### config.mk
export PLATFORM = sky130hd
export DESIGN_NAME = spi_master
export DESIGN_NICKNAME = d
export VERILOG_FILES = /design/src/rtl/spi_pkg.sv /design/src/rtl/sync_2ff.sv /design/src/rtl/spi_master.sv
export SDC_FILE = /design/constraint.sdc
export NUM_CORES = 1
export LEC_CHECK = 0
export CAP_MARGIN = 20
export CELL_PAD_IN_SITES_DETAIL_PLACEMENT = 1
export CELL_PAD_IN_SITES_GLOBAL_PLACEMENT = 1
export CORE_MARGIN = 3
export CORE_UTILIZATION = 48
export CTS_BUF_LIST = sky130_fd_sc_hd__clkbuf_4 sky130_fd_sc_hd__clkbuf_8
export DETAILED_ROUTE_END_ITERATION = 6
export GPL_ROUTABILITY_DRIVEN = 0
export HOLD_SLACK_MARGIN = 0.1
export PLACE_DENSITY_LB_ADDON = 0.15
export REMOVE_ABC_BUFFERS = 1
export SLEW_MARGIN = 10
export SYNTH_ARGS = -nofsm -noshare
export SYNTH_HDL_FRONTEND = slang
export SYNTH_HIERARCHICAL = 1
export SYNTH_SLANG_ARGS = --single-unit
### constraint.sdc
create_clock -name clk -period 4 [get_ports clk]
set_input_delay 0.4 -clock clk [delete_from_list [all_inputs] [get_ports clk]]
set_output_delay 0.4 -clock clk [all_outputs]
set_load 0.02 [all_outputs]
### src/rtl/spi_pkg.sv
`default_nettype none
// ============================================================================
// Package  : spi_pkg
// Brief    : Shared state encoding and limits for the SPI master.
// Revision : 1.0
// ============================================================================
package spi_pkg;

  typedef enum logic [2:0] {
    IDLE  = 3'd0,
    SETUP = 3'd1,
    SHIFT = 3'd2,
    HOLD  = 3'd3,
    DONE  = 3'd4
  } spi_state_t;

  // The miso synchronizer delay must fit inside one sclk half-period.
  localparam int MIN_CLK_DIV = 4;
  localparam int SYNC_STAGES = 2;

endpackage
`default_nettype wire

### src/rtl/sync_2ff.sv
`default_nettype none
// ============================================================================
// Module   : sync_2ff
// Brief    : Two-flop synchronizer, async active-low reset, resets to 0.
// Revision : 1.0
// ============================================================================
module sync_2ff
  import spi_pkg::*;
(
  input  logic clk,
  input  logic reset,
  input  logic d,
  output logic q
);

  logic [SYNC_STAGES-1:0] stages;

  always_ff @(posedge clk or negedge reset) begin
    if (!reset) begin
      stages <= '0;
    end else begin
      stages <= {stages[SYNC_STAGES-2:0], d};
    end
  end

  assign q = stages[SYNC_STAGES-1];

endmodule
`default_nettype wire

### src/rtl/spi_master.sv
`default_nettype none
// ============================================================================
// Module   : spi_master
// Brief    : Mode-0 SPI controller, one full-duplex DATA_W frame per start.
//            Define SPI_MASTER_LSB_FIRST_EN for LSB-first bit order.
// Revision : 1.0
// ============================================================================
module spi_master
  import spi_pkg::*;
#(
  parameter int DATA_W  = 8,
  parameter int CLK_DIV = 8
) (
  input  logic              clk,
  input  logic              reset,
  input  logic              spi_start,
  input  logic [DATA_W-1:0] tx_data,
  input  logic              miso,
  output logic              cs_bar,
  output logic              sclk,
  output logic              mosi,
  output logic              ready,
  output logic [DATA_W-1:0] rx_data,
  output logic              rx_valid,
  output logic              tx_done
);

  localparam int DIV_W  = $clog2(CLK_DIV);
  localparam int EDGE_W = $clog2(2 * DATA_W + 1);
  localparam logic [DIV_W-1:0]  DIV_LAST  = DIV_W'(CLK_DIV - 1);
  localparam logic [EDGE_W-1:0] EDGE_LAST = EDGE_W'(2 * DATA_W);
  localparam logic [EDGE_W-1:0] FALL_LAST = EDGE_W'(2 * DATA_W - 1);

  generate
    if (CLK_DIV < MIN_CLK_DIV) begin : g_clk_div_check
      $error("spi_master: CLK_DIV must be >= %0d", MIN_CLK_DIV);
    end
    if (DATA_W < 2) begin : g_data_w_check
      $error("spi_master: DATA_W must be >= 2");
    end
  endgenerate

  spi_state_t        state;
  spi_state_t        next_state;
  logic [DIV_W-1:0]  div_cnt;
  logic [EDGE_W-1:0] edge_cnt;
  logic [DATA_W-1:0] tx_shift;
  logic [DATA_W-1:0] rx_shift;
  logic [DATA_W-1:0] tx_next;
  logic [DATA_W-1:0] rx_next;
  logic              first_bit;
  logic              next_bit;
  logic              miso_sync;
  logic              phase_end;
  logic              load;
  logic              sclk_toggle;
  logic              sclk_rise;
  logic              drive_next;
  logic              cs_bar_d;
  logic              ready_d;
  logic              done_d;

  sync_2ff u_miso_sync (
    .clk   (clk),
    .reset (reset),
    .d     (miso),
    .q     (miso_sync)
  );

`ifdef SPI_MASTER_LSB_FIRST_EN
  assign first_bit = tx_data[0];
  assign next_bit  = tx_shift[1];
  assign tx_next   = tx_shift >> 1;
  assign rx_next   = {miso_sync, rx_shift[DATA_W-1:1]};
`else
  assign first_bit = tx_data[DATA_W-1];
  assign next_bit  = tx_shift[DATA_W-2];
  assign tx_next   = tx_shift << 1;
  assign rx_next   = {rx_shift[DATA_W-2:0], miso_sync};
`endif

  assign phase_end = (div_cnt == DIV_LAST);

  always_ff @(posedge clk or negedge reset) begin
    if (!reset) begin
      state <= IDLE;
    end else begin
      state <= next_state;
    end
  end

  always_comb begin
    next_state = state;
    case (state)
      IDLE:    if (spi_start) next_state = SETUP;
      SETUP:   if (phase_end) next_state = SHIFT;
      SHIFT:   if (phase_end && (edge_cnt == EDGE_LAST)) next_state = HOLD;
      HOLD:    if (phase_end) next_state = DONE;
      DONE:    next_state = IDLE;
      default: next_state = IDLE;
    endcase
  end

  // SHIFT keeps one extra low phase after the last falling edge before HOLD.
  always_comb begin
    load        = (state == IDLE) && spi_start;
    sclk_toggle = phase_end &&
                  ((state == SETUP) || ((state == SHIFT) && (edge_cnt != EDGE_LAST)));
    sclk_rise   = sclk_toggle && !sclk;
    drive_next  = sclk_toggle && sclk && (edge_cnt != FALL_LAST);
    cs_bar_d    = !((next_state == SETUP) || (next_state == SHIFT) || (next_state == HOLD));
    ready_d     = (next_state == IDLE);
    done_d      = (next_state == DONE);
  end

  always_ff @(posedge clk or negedge reset) begin
    if (!reset) begin
      div_cnt  <= '0;
      edge_cnt <= '0;
      tx_shift <= '0;
      rx_shift <= '0;
      cs_bar   <= 1'b1;
      sclk     <= 1'b0;
      mosi     <= 1'b0;
      ready    <= 1'b1;
      rx_data  <= '0;
      rx_valid <= 1'b0;
      tx_done  <= 1'b0;
    end else begin
      if ((state == IDLE) || (state == DONE) || phase_end) begin
        div_cnt <= '0;
      end else begin
        div_cnt <= div_cnt + DIV_W'(1);
      end

      if (load) begin
        edge_cnt <= '0;
      end else if (sclk_toggle) begin
        edge_cnt <= edge_cnt + EDGE_W'(1);
      end

      if (sclk_toggle) begin
        sclk <= !sclk;
      end

      if (load) begin
        tx_shift <= tx_data;
        mosi     <= first_bit;
      end else if (drive_next) begin
        tx_shift <= tx_next;
        mosi     <= next_bit;
      end

      if (load) begin
        rx_shift <= '0;
      end else if (sclk_rise) begin
        rx_shift <= rx_next;
      end

      if (done_d) begin
        rx_data <= rx_shift;
      end

      cs_bar   <= cs_bar_d;
      ready    <= ready_d;
      rx_valid <= done_d;
      tx_done  <= done_d;
    end
  end

endmodule
`default_nettype wire

After elaboration in Yosys (flattened, before gate mapping)
Index checks and enable logic that the tools add are counted.
{"block": "word_totals", "register_bits": 41, "output_inout_bits": 14, "word_cells": 59, "input_bits": 12}
{"block": "classes", "n_eq_ne": 12, "muxes": 14, "addsub": 2, "reduce_logical": 19}
{"operator": "8-bit two-way mux", "n": 2}
{"operator": "3-bit two-way mux", "n": 5}
{"operator": "7-bit two-way mux", "n": 2}
{"operator": "3-bit by 2-bit equality test with 1-bit output, second input constant", "n": 4}
{"operator": "3-bit case mux with 4 select lines", "n": 1}
{"operator": "5-bit two-way mux", "n": 2}
{"operator": "3-bit equality test, second input constant", "n": 3}
{"operator": "1-bit logical AND", "n": 7}
{"operator": "3-bit by 1-bit equality test with 1-bit output, second input constant", "n": 2}
{"operator": "3-bit zero test", "n": 2}
{"operator": "2-bit nonzero test", "n": 3}
{"operator": "5-bit by 1-bit adder with 5-bit output, second input constant", "n": 1}
{"operator": "5-bit equality test, second input constant", "n": 1}
{"operator": "1-bit logical OR", "n": 5}
{"operator": "5-bit by 4-bit != test with 1-bit output, second input constant", "n": 1}
{"operator": "5-bit != test, second input constant", "n": 1}
{"operator": "3-bit by 1-bit adder with 3-bit output, second input constant", "n": 1}
{"operator": "1-bit zero test", "n": 2}
{"operator": "1-bit two-way mux", "n": 2}

Logic depth before layout (Yosys ltp)
Gate-level depths: netlist of run 1.
{"block": "logic_depth", "depth_word": 8, "mapped_depth": 8, "mapped_depth_nobuf": 6}

Cells and area by module
The synthesis of run 1 kept the hierarchy.
{"module": "spi_master", "area_each_um2": 1810.5, "cells_each": 152, "seq_area_each_um2": 978.4, "instances": 1}
{"module": "sync_2ff", "area_each_um2": 50.0, "cells_each": 2, "seq_area_each_um2": 50.0, "instances": 1}

Worst setup path after synthesis of run 1
No wires, ideal clock.
{"block": "synth_path", "kind": "register to register", "start": "reg div_cnt[0]", "end": "reg mosi", "synth_period_minus_slack_ns": 1.784, "required_ns": 3.875, "arrival_ns": 1.660, "setup_slack_ns": 2.216, "path_stages_with_launch": 8, "setup_ns": 0.125, "path_buffers": 1, "cell_sequence": "dfrtp_1 ha_1 ha_1 buf_2 nand4bb_1 o21a_4 o21ai_4 mux2_2"}
{"block": "synth_between", "elab_chain_len": 5}
{"element": "from (decl)", "line_no": "spi_master.sv:45", "text": "logic [DIV_W-1:0] div_cnt;"}
{"element": "from (signal assigned)", "line_no": "spi_master.sv:133", "text": "div_cnt <= div_cnt + DIV_W'(1);"}
{"element": "3-bit equality test", "line_no": "spi_master.sv:82", "text": "assign phase_end = (div_cnt == DIV_LAST);"}
{"element": "1-bit logical AND", "line_no": "spi_master.sv:107", "text": "sclk_toggle = phase_end &&"}
{"element": "1-bit logical AND (2 in series)", "line_no": "spi_master.sv:110", "text": "drive_next = sclk_toggle && sclk && (edge_cnt != FALL_LAST);"}
{"element": "2-bit nonzero test (no line)"}
{"element": "to (signal assigned)", "line_no": "spi_master.sv:148", "text": "mosi <= first_bit;"}
{"element": "to (signal assigned)", "line_no": "spi_master.sv:151", "text": "mosi <= next_bit;"}
{"element": "to (decl)", "line_no": "spi_master.sv:21", "text": "output logic mosi,"}
No other way between the ends.
A chain may end at the register's enable or synchronous reset.

Worst setup path after layout of run 1
{"block": "layout_path", "start": "reg div_cnt[0]", "end": "reg tx_shift[3]"}
{"block": "layout_between", "elab_chain_len": 5}
{"element": "3-bit equality test", "line_no": "spi_master.sv:82"}
{"element": "1-bit logical AND", "line_no": "spi_master.sv:107"}
{"element": "1-bit logical AND (2 in series)", "line_no": "spi_master.sv:110"}
{"element": "2-bit nonzero test (no line)"}
{"element": "to (signal assigned)", "line_no": "spi_master.sv:147", "text": "tx_shift <= tx_data;"}
{"element": "to (signal assigned)", "line_no": "spi_master.sv:150", "text": "tx_shift <= tx_next;"}
{"element": "to (decl)", "line_no": "spi_master.sv:47", "text": "logic [DATA_W-1:0] tx_shift;"}
No other way between the ends.

==> results.yml, run 1 <==
pwr:
  totalPowerFinal_mw: 1.43
  power.ir.vdd_worst_uv: 328
  pwr_density_cell_mw_per_mm2: 641
  static-leakage-power_nw: 0.994
timing:
  finClkSkew_ns: 0.00582
  period_share_pct: 52.6
  worst_pin_slew_ns: 0.884
  final_max_slew_viol_count: 0
  max_freq_mhz: 476
  max_slew_margin_pct: 41.1
  hold_viol: 0
  setup_violating_endpoint_count_in_the_final_report: 0
  unrepaired_setup_endpoints_after_global_routing: "false"
  finalCriticalPeriod_ns: 2.10
  setup_tns_ns: 0
die:
  design.portCount: 26
  dieHeight_um: 68.3
  start_util_pct: 52.8
  core_area_mm2: 0.00352
  core.rowCount: 21
  dieArea_mm2: 0.00466
  floorplan.die.width_um: 68.3
critical_path:
  cp-start-kind: "register"
  cp_slowest_cell: "sky130_fd_sc_hd__mux2_2"
  crit_type: "reg2reg"
  crit_required_ns: 4.18
  critical_path.startpoint: "div_cnt[0]"
  worst_path_largest_cell_delay_ns: 0.37
  critical_path_peak_fanout: 11
  critical_path.n_buffers_inverters: 0
  end_kind: "register"
  critical_path.most_common_cell: "sky130_fd_sc_hd__ha_1"
  crit_family: "compound AO/OA/AOI/OAI gates"
  timing.critical_path.cells: "ha_1, ha_1, nand4bb_1, o21a_4, o21ai_4, mux2_2"
  r2r_start: "div_cnt[0]"
  worst_ep_arrival_time_ns: 2.28
logic_synthesis:
  synthDistinctLibCells: 34
  mapped_area_mm2: 0.00186
  yosysSeqAreaShare_pct: 55.3
  async_flop_share_pct: 100
  postSynthRegisterBits: 41
  synth_flop_cell: "sky130_fd_sc_hd__dfrtp_1"
  syn_area_per_cell_um2: 12.1
  synth_cells: 154
  yosysWarnings: 6
  synth_enable_flop_cells: 0
layout:
  multi_input_area_um2: 728
  final-seq-area_mm2: 0.00103
  drive_gt1_share_pct: 19.6
  syn2layout_area_growth_pct: 20.0
  layout.core_utilization_pct: 63.4
  n_antenna_cell: 0
  fillerInstances: 389
  layoutNonFillerInstCount: 225
  fin_area_mm2: 0.00223
  final_nets: 195
routing:
  ant_nets: 0
  routed-via-count: 1162
  routed_wirelength_um: 3410
  drcViolationCount: 0
  drt_iter0_markers: 64
  detail_route.wl_per_cell_um: 15.2
  detail_route.first_pass.iterations: 4
  vias_per_cell: 5.16
outcome:
  outcome: "completed"
clocking:
  clk_pin_slew_worst_setup_hold_paths_ns: 0.08
  cts_max_path_buffers: 2
  cts_hold_buf: 0
  ctsRootBufferMaster: "sky130_fd_sc_hd__clkbuf_8"
  htree_levels: 2
  cts.sink_count: 41
  post-cts-setup-buffer-count: 0
  worst_skew_pair.late_latency_ns: 0.29
  cts_tree: "yes"
  clock_buffer_count_from_cts: 5
  cts_repair_resize_count: 0
global_route:
  grt_start_max_net_pins: 42
  globalRouteOverflowTotal: 0
  grt_pass1_vias: 1258
  grt_antenna_before_repair: 0
  grt_first_pass_wirelength_um: 5980
  grt_util_all_layers_pct: 17.9
placement:
  dpl.hpwl_um: 2320
  port_buffers: 25
  placed_cell_area_mm2: 0.00211
  placed_cells_incl_taps: 217
hold_path:
  min_path_type: "in2async"
job:
  cap_violations: 0
-- flip-flops by register name, indices dropped and copies added, names as in the netlist --
register            flops
u_miso_sync/stages      2
mosi                    1
ready                   1
div_cnt                 3
sclk                    1
edge_cnt                5
cs_bar                  1
tx_done                 1
state                   3
rx_data                 8
tx_shift                7
rx_shift                8
-- synthesized netlist by cell type (2+ instances only) --
| master | instances | area (µm²) |
|---|---|---|
| sky130_fd_sc_hd__o31ai_1 | 2 | 15.0 |
| sky130_fd_sc_hd__nand4bb_1 | 2 | 22.5 |
| sky130_fd_sc_hd__mux2i_1 | 9 | 90.1 |
| sky130_fd_sc_hd__o21ai_0 | 10 | 50.1 |
| sky130_fd_sc_hd__buf_2 | 2 | 10.0 |
| sky130_fd_sc_hd__nor2_1 | 4 | 15.0 |
| sky130_fd_sc_hd__nand2_1 | 20 | 75.1 |
| sky130_fd_sc_hd__dfrtp_1 | 39 | 976 |
| sky130_fd_sc_hd__o211ai_1 | 2 | 15.0 |
| sky130_fd_sc_hd__buf_4 | 3 | 22.5 |
| sky130_fd_sc_hd__dfstp_2 | 2 | 52.6 |
| sky130_fd_sc_hd__nor3_1 | 2 | 10.0 |
| sky130_fd_sc_hd__ha_1 | 5 | 62.6 |
| sky130_fd_sc_hd__nor3b_1 | 2 | 15.0 |
| sky130_fd_sc_hd__nand3_1 | 2 | 10.0 |
| sky130_fd_sc_hd__inv_1 | 14 | 52.6 |
| sky130_fd_sc_hd__clkbuf_1 | 2 | 7.51 |
| sky130_fd_sc_hd__mux2_2 | 15 | 169 |
| sky130_fd_sc_hd__xnor2_1 | 2 | 17.5 |
-- cell families after synthesis --
group                    count (synthesis)  share of synthesized area (%)
AND/OR/NAND/NOR                         41                           13.2
flip-flops                              41                           55.3
multiplexers                            25                           14.7
buffers and inverters                   22                           5.58
AO/OA/AOI/OAI                           17                           6.46
adder cells (fa/ha/maj)                  5                           3.36
XOR/XNOR                                 3                           1.41
-- layout by cell type (no fill, tap or decap), drive strengths merged, types with 5 or more instances in the layout --
master and count:
clkbuf 7, inv 14, nor2 6, ha 5, clkdlybuf4s50 24, mux2i 9
mux2 16, nand2 20, o21ai 11, dfrtp 39
-- worst paths after layout --
| path | to | slack, ns | depth (start not counted) |
|---|---|---|---|
| worst max-delay path | tx_shift[3] | 1.90 | 6 |
| worst min-delay path | div_cnt[2] | 0.22 | 1 |
| worst max register to register | tx_shift[3] | 1.90 | 6 |
| worst min register to register | u_miso_sync/stages[1] | 0.36 | 0 |
| max in group asynchronous | rx_data[3] | 3.23 | 1 |
| min in group clk | u_miso_sync/stages[1] | 0.36 | 0 |
-- metal layers --
metal | part of all wire [%] | track usage, %
met2 | 48 | 27.6
met5 | 0 | 0
met3 | 4.8 | 6.08
met4 | 1.6 | 6.70
met1 | 46 | 23.3
-- worst register-to-register path, cell delays in order, from the launching register on --
cell and delay [ns]:
sky130_fd_sc_hd__dfrtp_1 0.36, sky130_fd_sc_hd__ha_1 0.16, sky130_fd_sc_hd__ha_1 0.34, sky130_fd_sc_hd__nand4bb_1 0.16
sky130_fd_sc_hd__o21a_4 0.30, sky130_fd_sc_hd__o21ai_4 0.30, sky130_fd_sc_hd__mux2_2 0.37
-- final cells by class --
type,count,area share (%)
clock buffers,7,4.04
clock inverters,1,1.35
flip-flops and latches,41,46.1
inverters,14,2.35
well taps,46,2.58
multi-input cells,91,32.6
repair buffers,25,11.0
-- per-stage QoR --
stage | hold slack, ns | setup WS (ns)
floorplan | 0.104 | 2.13
global placement | 0.337 | 1.68
detailed placement | 0.344 | 1.65
CTS | 0.256 | 1.89
global route | 0.286 | 1.77
finish | 0.222 | 1.90
-- report_power, final --
part | internal (mW) | switching, mW | total, mW
Combinational | 0.230 | 0.205 | 0.435
Clock | 0.210 | 0.141 | 0.352
Sequential | 0.539 | 0.105 | 0.644
Total | 0.980 | 0.451 | 1.43
(Power assumes the default switching activity.)
==> run 2: changes to the inputs <==
- CORE_UTILIZATION: 48 -> 45
- clock period: 4 -> 2 ns (I/O delays scaled with it)
==> run 2 against run 1 <==
Cell count grew 4.4%. Highest routed layer unchanged. First-iteration DRC count grew 9.4%. Critical endpoint unchanged. Die area grew 6.1%. Setup slack lost 1.8 ns.
==> results.yml, run 2 (same netlist as run 1, synthesis figures left out) <==
critical_path:
  crit_required_ns: 2.17
  critical_path_peak_fanout: 7
  end_kind: "register"
  timing.critical_path.cells: "ha_1, and3_1, ha_1, nand2b_4, o21ai_4, mux2_2"
  worst_ep_arrival_time_ns: 2.08
  critical_path.n_buffers_inverters: 0
  worst_reg_to_reg_setup_slack_ns: 0.09
  crit_family: "flip-flops"
  cp-start-kind: "register"
  crit_type: "reg2reg"
  cp_slowest_cell: "sky130_fd_sc_hd__dfrtp_1"
  critical_path.most_common_cell: "sky130_fd_sc_hd__ha_1"
  worst_path_largest_cell_delay_ns: 0.41
layout:
  mostFrequentLayoutCell: "sky130_fd_sc_hd__dfrtp_1"
  final_nets: 203
  n_antenna_cell: 0
  highest_count_cells_in_the_layout_ignoring_fill_and_taps: "39 x sky130_fd_sc_hd__dfrtp_1, 24 x sky130_fd_sc_hd__clkdlybuf4s50_1, 20 x sky130_fd_sc_hd__nand2_1"
  layout_top_registers: "rx_data x8, rx_shift x8, tx_shift x7"
  syn2layout_area_growth_pct: 24.0
  drive_gt1_share_pct: 23.5
pwr:
  static-leakage-power_nw: 1.03
  sw_frac_of_total_pct: 31.4
  power_frac_comb_pct: 31.7
  p_seq_share_pct: 44.6
  power.ir.vdd_worst_uv: 635
  totalPowerFinal_mw: 2.91
  cell_internal_pwr_mw: 1.99
  power.share.clock_pct: 23.7
  pwr_density_cell_mw_per_mm2: 1260
  switching_power_mw: 0.913
die:
  design.portCount: 26
  core.rowCount: 22
  floorplan.die.width_um: 70.3
  start_util_pct: 48.6
  core_area_mm2: 0.00383
  dieHeight_um: 70.3
  dieArea_mm2: 0.00494
clocking:
  ctsRootBufferMaster: "sky130_fd_sc_hd__clkbuf_8"
  clk_pin_slew_worst_setup_hold_paths_ns: 0.07
  cts_max_path_buffers: 2
  clock_buffer_count_from_cts: 5
  cts_tree: "yes"
  htree_levels: 2
  worst_skew_pair.late_latency_ns: 0.29
  cts.sink_count: 41
global_route:
  grt_pass1_vias: 1417
  grt_start_max_net_pins: 29
  globalRouteOverflowTotal: 0
  grt_first_pass_wirelength_um: 6890
  grt_antenna_before_repair: 0
  grt_util_all_layers_pct: 17.8
routing:
  routed_wirelength_um: 3830
  detail_route.first_pass.iterations: 4
  drcViolationCount: 0
  detail_route.wl_per_cell_um: 16.3
  drt_iter0_markers: 70
  routed-via-count: 1228
  ant_nets: 0
  vias_per_cell: 5.23
timing:
  finalCriticalPeriod_ns: 1.91
  max_slew_margin_pct: 57.8
  unrepaired_setup_endpoints_after_global_routing: "true"
  max_freq_mhz: 523
  hold_viol: 0
  hold_slack_ns: 0.360
  setup_violating_endpoint_count_in_the_final_report: 0
  period_share_pct: 95.6
  worst_pin_slew_ns: 0.633
  setup_tns_ns: 0
  finClkSkew_ns: 0.00553
  final_max_slew_viol_count: 0
placement:
  dpl.hpwl_um: 2680
  port_buffers: 25
outcome:
  outcome: "completed"
hold_path:
  min_path_type: "in2reg"
job:
  cap_violations: 0
## run 2: cell types whose count changed in the layout (fill, tap and decap cells not counted), sizes merged
cell and change:
dlygate4sd3 +1, buf +7
## run 2: path summary, 6_finish.rpt
kind / startpoint / endpoint / cells after the start
setup / recovery: edge_cnt[0] / tx_shift[3] / 6
hold / removal: miso / u_miso_sync/stages[0] / 1
setup reg to reg: edge_cnt[0] / tx_shift[3] / 6
hold reg to reg: u_miso_sync/stages[0] / u_miso_sync/stages[1] / 0
max in group asynchronous: reset / tx_shift[0] / 3
min in group asynchronous: reset / edge_cnt[3] / 2
## run 2: routing by layer
layer | vias to the layer above | wire (µm) | global-route usage (%)
met5 | - | 0 | 0
met4 | 0 | 79 | 7.02
met3 | 8 | 120 | 5.18
met2 | 22 | 2050 | 31.0
met1 | 619 | 1580 | 20.4
li1 | 579 | - | -
## run 2: what timing repair did
item,CTS,global route
hold buffers,1,0
endpoints found under the setup margin,0,15
hold endpoints to repair,24,0
gates resized for setup,0,2
setup buffers,0,0
## run 2: cell type report
cell class,count,area (µm²)
Fill cell,401,1520
Clock buffer,7,90.1
Inverter,14,52.6
Multi-Input combinational cell,91,738
Sequential cell,41,1030
Clock inverter,1,30.0
Timing Repair Buffer,33,308
Tap cell,48,60.1
## run 2: stage by stage
stage	cells	utilization, %	worst slack (ns)	instance area, µm²
after floorplan	146	-	0.126	1810
after global placement	226	56.6	0.135	2170
after detailed placement	226	56.6	0.0764	2170
after CTS	235	60.0	0.0591	2300
after global routing	235	60.3	-0.0100	2310
final	235	60.3	0.0881	2310
## run 2: power groups by stage
stage | Sequential, mW | Combinational (mW) | Clock, mW
5_1_grt | 1.34 | 1.03 | 0.757
3_3_place_gp | 1.29 | 0.860 | 0
2_1_floorplan | 1.32 | 0.547 | 0
4_1_cts | 1.29 | 0.929 | 0.713
6_report | 1.30 | 0.920 | 0.689
3_5_place_dp | 1.31 | 0.915 | 0
